## config.mk

```make
export PLATFORM = sky130hd
export DESIGN_NAME = rvfi_commit_serializer
export DESIGN_NICKNAME = d
export VERILOG_FILES = /design/src/rtl/rvfi_commit_serializer.sv
export SDC_FILE = /design/constraint.sdc
export NUM_CORES = 2
export LEC_CHECK = 0
export BUFFER_PORTS_ARGS = -buffer_cell sky130_fd_sc_hd__buf_4
export CAP_MARGIN = 20
export CORE_ASPECT_RATIO = 2
export CORE_MARGIN = 5
export CORE_UTILIZATION = 53
export CTS_CLUSTER_SIZE = 16
export DETAILED_ROUTE_END_ITERATION = 8
export PLACE_DENSITY = 0.71
export RECOVER_POWER = 25
export SLEW_MARGIN = 20
export SYNTH_ARGS = -nofsm -noshare
export SYNTH_HDL_FRONTEND = slang
export SYNTH_SLANG_ARGS = --single-unit
```

## constraint.sdc

```tcl
create_clock -name clk -period 46 [get_ports clk]
set_input_delay 4.6 -clock clk [delete_from_list [all_inputs] [get_ports clk]]
set_output_delay 4.6 -clock clk [all_outputs]
set_load 0.01 [all_outputs]
```

## src/rtl/rvfi_commit_serializer.sv

```systemverilog
// rvfi_commit_serializer: buffers up to NUM_CH retirements per cycle and replays them one per cycle to RVFI
//   clk, rst             clock, synchronous active-high reset
//   in_valid, in_pkt     per-channel commit valid and packet (channel 0 oldest)
//   in_ready             buffer can absorb NUM_CH packets this cycle
//   out_commit, out_pkt  one packet per cycle towards the monitor
//   out_order            rvfi order of out_pkt
//   halt, err_ovf        sticky self-loop and protocol error flags
//   occupancy            entries currently buffered
module rvfi_commit_serializer #(
    parameter int NUM_CH  = 2,
    parameter int DEPTH   = 8,
    parameter int PKT_W   = 312,
    parameter int ORDER_W = 64
) (
    input  logic                        clk,
    input  logic                        rst,
    input  logic [NUM_CH-1:0]           in_valid,
    input  logic [NUM_CH*PKT_W-1:0]     in_pkt,
    output logic                        in_ready,
    output logic                        out_commit,
    output logic [PKT_W-1:0]            out_pkt,
    output logic [ORDER_W-1:0]          out_order,
    output logic                        halt,
    output logic                        err_ovf,
    output logic [$clog2(DEPTH):0]      occupancy
);
    localparam int AW = $clog2(DEPTH);
    localparam int CW = AW + 1;

    logic [PKT_W-1:0]   mem_q [DEPTH];
    logic [AW-1:0]      wp_q, rp_q;
    logic [CW-1:0]      occ_q, occ_d, n_in;
    logic [ORDER_W-1:0] cnt_q, out_order_q;
    logic [PKT_W-1:0]   out_pkt_q, head;
    logic               in_ready_q, out_commit_q, halt_q, err_q;
    logic               contig, acc, pop, hit;

    // An empty buffer bypasses channel 0 straight to the output register,
    // giving one-cycle latency while pointers advance as if it had been stored.
    always_comb begin
        n_in = '0;
        for (int i = 0; i < NUM_CH; i++) n_in = n_in + CW'(in_valid[i]);
        contig = (in_valid & (in_valid + NUM_CH'(1))) == '0;
        acc    = in_ready_q && contig && |in_valid;
        head   = (occ_q != '0) ? mem_q[rp_q] : in_pkt[PKT_W-1:0];
        pop    = !halt_q && (occ_q != '0 || acc);
        occ_d  = occ_q + (acc ? n_in : '0) - CW'(pop);
        hit    = head[151:120] == head[119:88];
    end

    always_ff @(posedge clk) begin
        for (int i = 0; i < NUM_CH; i++)
            if (acc && in_valid[i]) mem_q[wp_q + AW'(i)] <= in_pkt[i*PKT_W +: PKT_W];
    end

    always_ff @(posedge clk) begin
        if (rst) begin
            wp_q         <= '0;
            rp_q         <= '0;
            occ_q        <= '0;
            cnt_q        <= '0;
            in_ready_q   <= 1'b1;
            out_commit_q <= 1'b0;
            out_pkt_q    <= '0;
            out_order_q  <= '0;
            halt_q       <= 1'b0;
            err_q        <= 1'b0;
        end else begin
            wp_q         <= wp_q + (acc ? AW'(n_in) : '0);
            rp_q         <= rp_q + AW'(pop);
            occ_q        <= occ_d;
            in_ready_q   <= (CW'(DEPTH) - occ_d) >= CW'(NUM_CH);
            out_commit_q <= pop;
            if (pop) begin
                out_pkt_q   <= head;
                out_order_q <= cnt_q;
                cnt_q       <= cnt_q + 1'b1;
            end
            halt_q <= halt_q | (pop & hit);
            err_q  <= err_q | (|in_valid && !(in_ready_q && contig));
        end
    end

    assign in_ready   = in_ready_q;
    assign out_commit = out_commit_q;
    assign out_pkt    = out_pkt_q;
    assign out_order  = out_order_q;
    assign halt       = halt_q;
    assign err_ovf    = err_q;
    assign occupancy  = occ_q;
endmodule

```

======== Yosys cells after proc, flatten, opt, wreduce, memory -nomap -nowiden ========
Memory sizes are Yosys's and may differ from the RTL's. A register that Yosys moved wholly into a read port is not among the register bits.
Cells that the tools add are included.
word-level totals
  input port bits ......................... 628
  RAM bits ................................ 2496
  memories ................................ 1
  logic and storage cells ................. 46
  register bits after elaboration ......... 454
  output and inout bits ................... 384
operators by class
  bitwise gates (word level) .............. 4
  multiplexer cells ....................... 8
  equal/unequal tests ..................... 1
  reduce and logical (&&, ||, !) cells .... 12
  order comparisons ....................... 1
  add/sub/neg operators ................... 9
memory list
  memory  words  width  rd ports  clocked after memory_dff  wr ports  RTL line  RTL
  mem_q   8      312    1         1                         2         30        logic [PKT_W-1:0] mem_q [DEPTH];
operator list
  kind                                                                                 count
  312-bit 2-to-1 mux                                                                   1
  64-bit by 1-bit adder with 64-bit output, second input constant                      1
  32-bit equality test                                                                 1
  1-bit logical AND                                                                    6
  4-bit by 2-bit adder with 4-bit output                                               1
  4-bit by 2-bit greater-or-equal comparator with 1-bit output, second input constant  1
  1-bit 2-to-1 mux                                                                     4
  2-bit 2-to-1 mux                                                                     2
  4-bit nonzero test                                                                   1
  4-bit by 1-bit subtractor with 4-bit output                                          1
  4-bit subtractor, first input constant                                               1
  3-bit by 1-bit adder with 3-bit output                                               1
  3-bit by 1-bit adder with 3-bit output, second input constant                        1
  3-bit by 2-bit adder with 3-bit output                                               1
  3-bit 2-to-1 mux                                                                     1
  1-bit by 1-bit adder with 2-bit output                                               1
  2-bit by 1-bit adder with 2-bit output, second input constant                        1
  2-bit bitwise AND                                                                    1
  1-bit logical NOT                                                                    2
  2-bit logical NOT                                                                    1
  1-bit bitwise OR                                                                     2
  2-bit OR reduction                                                                   1
  1-bit bitwise AND                                                                    1
  1-bit logical OR                                                                     1

======== Depth between registers and ports, before layout ========
  depth after elaboration ................. 10
  depth in mapped cells ................... 18
  mapped depth without buffers ............ 14

======== Worst setup path after synthesis ========
Ideal clock, no wire load.
  kind .................................... input -> register
  start ................................... input port in_valid[0]
  end ..................................... memory mem_q[2][0] (enable)
  cell stages on the path ................. 5
  data required time ...................... 44556 ps
  arrival ................................. 28026 ps
  setup slack ............................. 16530 ps
  buffers on the path ..................... 0
  library setup time ...................... 1444 ps
  cells stage by stage .................... inv_1 > ha_1 > nor3b_2 > nand3_1 > o31ai_1
RTL lines
  what             RTL line  RTL
  start, declared  17        input logic [NUM_CH-1:0] in_valid,
  end, declared    30

==> flow_metrics.env <==
export IMPL_cts_htree_levels=5
export IMPL_cts_resized=0
export IMPL_die_area_mm2=0.2818
export IMPL_r2r_start="in_ready"
export IMPL_synth_seq_area_share_pct=58.58
export IMPL_wl_met3_mm=51.87
export IMPL_critPathCaptureType="register"
export IMPL_synthMuxAreaShare_pct=26.55
export IMPL_layout_common_cells="edfxtp_1 (2496), nand2_1 (2170), mux2_2 (1354)"
export IMPL_vias_per_cell=6.328
export IMPL_met1_length_mm=166.2
export IMPL_clk_pin_slew_ps=70
export IMPL_async_flop_share_pct=0
export IMPL_layout_drive_gt1_share_pct=28.26
export IMPL_peakVddDrop_mv=0.05203
export IMPL_finalInstanceArea_mm2=0.1601
export IMPL_start_kind="primary input"
export IMPL_synth_ff_type="edfxtp_1"
export IMPL_wl_mm=452.1
export IMPL_rsz0062_at_grt="no"
export IMPL_grt_pass1_wl_mm=654.6
export IMPL_setup_worst_path_class="in -> reg"
export IMPL_ys_warn_count=0
export IMPL_clock_skew_ps=62.54
export IMPL_finalNetCount=11621
export IMPL_ys_ff_latch=2950
export IMPL_io_pins=1012
export IMPL_insertion_delay_ps=880
export IMPL_grt_max_degree=184
export IMPL_rows=270
export IMPL_worstHoldEndpoint="out_order[44]"
export IMPL_crit_arrival_ps=16340
export IMPL_ant_nets=0
export IMPL_numCtsBuffers=276
export IMPL_required_ps=46560
export IMPL_synth_top_family_by_area="multiplexers"
export IMPL_top_layer="met5"
export IMPL_gp_congestion=0.8545
export IMPL_critPathBufInv=5
export IMPL_ff2ff_setup_slack_ps=34160
export IMPL_max_freq_ghz=0.06339
export IMPL_grt_pass1_vias=95506
export IMPL_rr_endpoint="mem_q[3][153]"
export IMPL_gr_total_overflow=0
export IMPL_p_per_area_mw_per_mm2=51.03
export IMPL_route_vias_total=93686
export IMPL_start_util_pct=53.15
export IMPL_cp_top_family="buffers and inverters"
export IMPL_firstDrtPassIters=5
export IMPL_drc_errors=0
export IMPL_die_height_um=745.8
export IMPL_slowest_stage="clkbuf_1"
export IMPL_fin_crit_ps=15780
export IMPL_synthAdderAreaFrac_pct=0.1674
export IMPL_p_leak_nw=55.25
export IMPL_core_area_mm2=0.2699
export IMPL_antenna_found_initial=130
export IMPL_synth_cell_types=52
export IMPL_synthSimpleGateAreaFrac_pct=7.988
export IMPL_max_cap_viol_count=24
export IMPL_cp_cell_sequence="clkbuf_1 -> inv_1 -> ha_1 -> nor3b_1 -> nand2_1 -> nor4b_1 -> clkbuf_1 -> buf_4 -> buf_4 -> mux2_1"
export IMPL_cts_tree="done"
export IMPL_worstPathMaxFanout=104
export IMPL_hold_path_depth=2
export IMPL_syn_cell_area_mm2=0.1435
export IMPL_clock_sinks=2950
export IMPL_ctsHoldBuffers=0
export IMPL_area_growth_pct=11.62
export IMPL_yosysTopAreaCell="edfxtp_1"
export IMPL_dr_wl_met2_mm=217.3
export IMPL_outcome="finished, violations left"
export IMPL_slew_viol_final=1334
export IMPL_mostFrequentLayoutCell="edfxtp_1"
export IMPL_synthCells=10559
export IMPL_synth_xor_area_share_pct=0.5617
export IMPL_synth_edf_count=2496
export IMPL_failed_checks="max-capacitance violations, max-slew violations"
export IMPL_grt_util_all_layers_pct=31.32
export IMPL_wl_per_cell_um=30.54
export IMPL_reg2reg_depth=7
export IMPL_final_setup_tns_ps=0
export IMPL_slew_headroom_pct=-528.8
export IMPL_finalHoldViolCount=0
export IMPL_ys_top_cells_by_area="edfxtp_1 (52%), mux2_2 (11%), mux4_2 (9.8%), dfxtp_1 (6.3%), nand2_1 (5.7%)"
export IMPL_clk_path_buf_depth=4
export IMPL_cts_setup_buffers=0
export IMPL_syn_area_per_cell_um2=13.59
export IMPL_dp_hpwl_mm=269.1
export IMPL_root_buffer="clkbuf_16"
export IMPL_synth_top_cell_area_share_pct=52.24
export IMPL_period_share_pct=34.29
export IMPL_portBuffers=1011
export IMPL_slowest_delay_ps=6550
export IMPL_setup_viol=0
export IMPL_first_iter_violations=9962
export IMPL_hp_start="out_order[44]"
export IMPL_dpl_cell_area_mm2=0.1528
export IMPL_syn_nets=11205
export IMPL_hp_class="reg -> reg"
export IMPL_worst_pin_slew_ps=9432
export IMPL_die_w_um=377.9
export IMPL_synth_compound_area_share_pct=3.032
==> layout make-up <==
| class | instances | area (um^2) |
|---|---|---|
| flip-flops and latches | 2950 | 84050 |
| well taps | 3536 | 4424 |
| clock inverters | 113 | 968.4 |
| clock buffers | 382 | 7863 |
| inverters | 25 | 96.34 |
| multi-input cells | 6556 | 54990 |
| fillers | 21292 | 109800 |
| repair buffers | 1166 | 7556 |
| diodes | 77 | 192.7 |
==> worst register-to-register path: stages (launching register included) <==
cell      delay [ps]
dfxtp_1          410
nor3b_1          810
nand2_1          300
nor4b_1          510
clkbuf_1        6550
buf_4           1620
buf_4            900
mux2_1           420
==> metrics by stage <==
step,utilization [%],power (W),hold WS (ps),instances,worst slack (ps)
after floorplan,-,0.005149,444.3,10559,16530
after global placement,56.61,0.005939,445.2,14232,35950
after detailed placement,56.61,0.005990,448.5,14232,35950
after CTS,59.88,0.008285,457.5,14727,36860
after global routing,59.27,0.008500,474.2,14745,30250
final,59.33,0.008171,454.0,14805,30220
==> where the power goes <==
group	switching, W	internal (W)
combinational	0.00152	0.000992
sequential	0.000158	0.00320
clock	0.00104	0.00126
==> worst max-delay path by stage <==
| stage | to | startpoint | slack [ps] | cells past startpoint |
|---|---|---|---|---|
| finish | mem_q[3][153] | in_valid[0] | 30220 | 10 |
| global route | mem_q[3][153] | in_valid[0] | 30250 | 10 |
| global placement | mem_q[5][81] | in_valid[0] | 35950 | 11 |
| CTS | mem_q[1][47] | in_valid[0] | 36860 | 11 |
| detailed placement | mem_q[5][84] | in_valid[0] | 35950 | 11 |
| floorplan | mem_q[2][0] | in_valid[0] | 16530 | 5 |
==> sequential cells by signal, indices dropped and copies added, names as in the netlist <==
signal      count
halt            1
cnt_q          64
out_commit      1
out_pkt       312
err_ovf         1
rp_q            3
in_ready        1
out_order      64
wp_q            3
mem_q        2496
occupancy       4
==> routing by layer <==
layer | global-route usage [%] | up-vias
met2 | 51.48 | 4902
met4 | 10.10 | 140
met1 | 40.07 | 47697
li1 | - | 39944
met3 | 9.374 | 1003
met5 | 0 | -
==> cell usage after synthesis, types with 27 or more instances <==
library cell,count
a211oi_1,266
a21oi_1,375
nor2_1,588
buf_1,312
buf_2,196
edfxtp_1,2496
mux4_2,624
mux2_1,517
nor2b_1,27
clkbuf_1,456
buf_4,53
mux2_2,1360
xnor2_1,35
mux2i_1,287
nand2_1,2170
dfxtp_1,454
o21ai_0,45
xor2_1,57
==> logic make-up (layout without fill, tap and decap cells) <==
family | after synthesis | after routing
adder cells (fa/ha/maj) | 18 | 18
multiplexers | 2789 | 2789
flip-flops | 2950 | 2950
buffers and inverters | 1053 | 1686
AO/OA/AOI/OAI | 725 | 725
XOR/XNOR | 92 | 92
other | 0 | 77
AND/OR/NAND/NOR | 2932 | 2932
No activity file was read; power rests on OpenSTA's default activity.
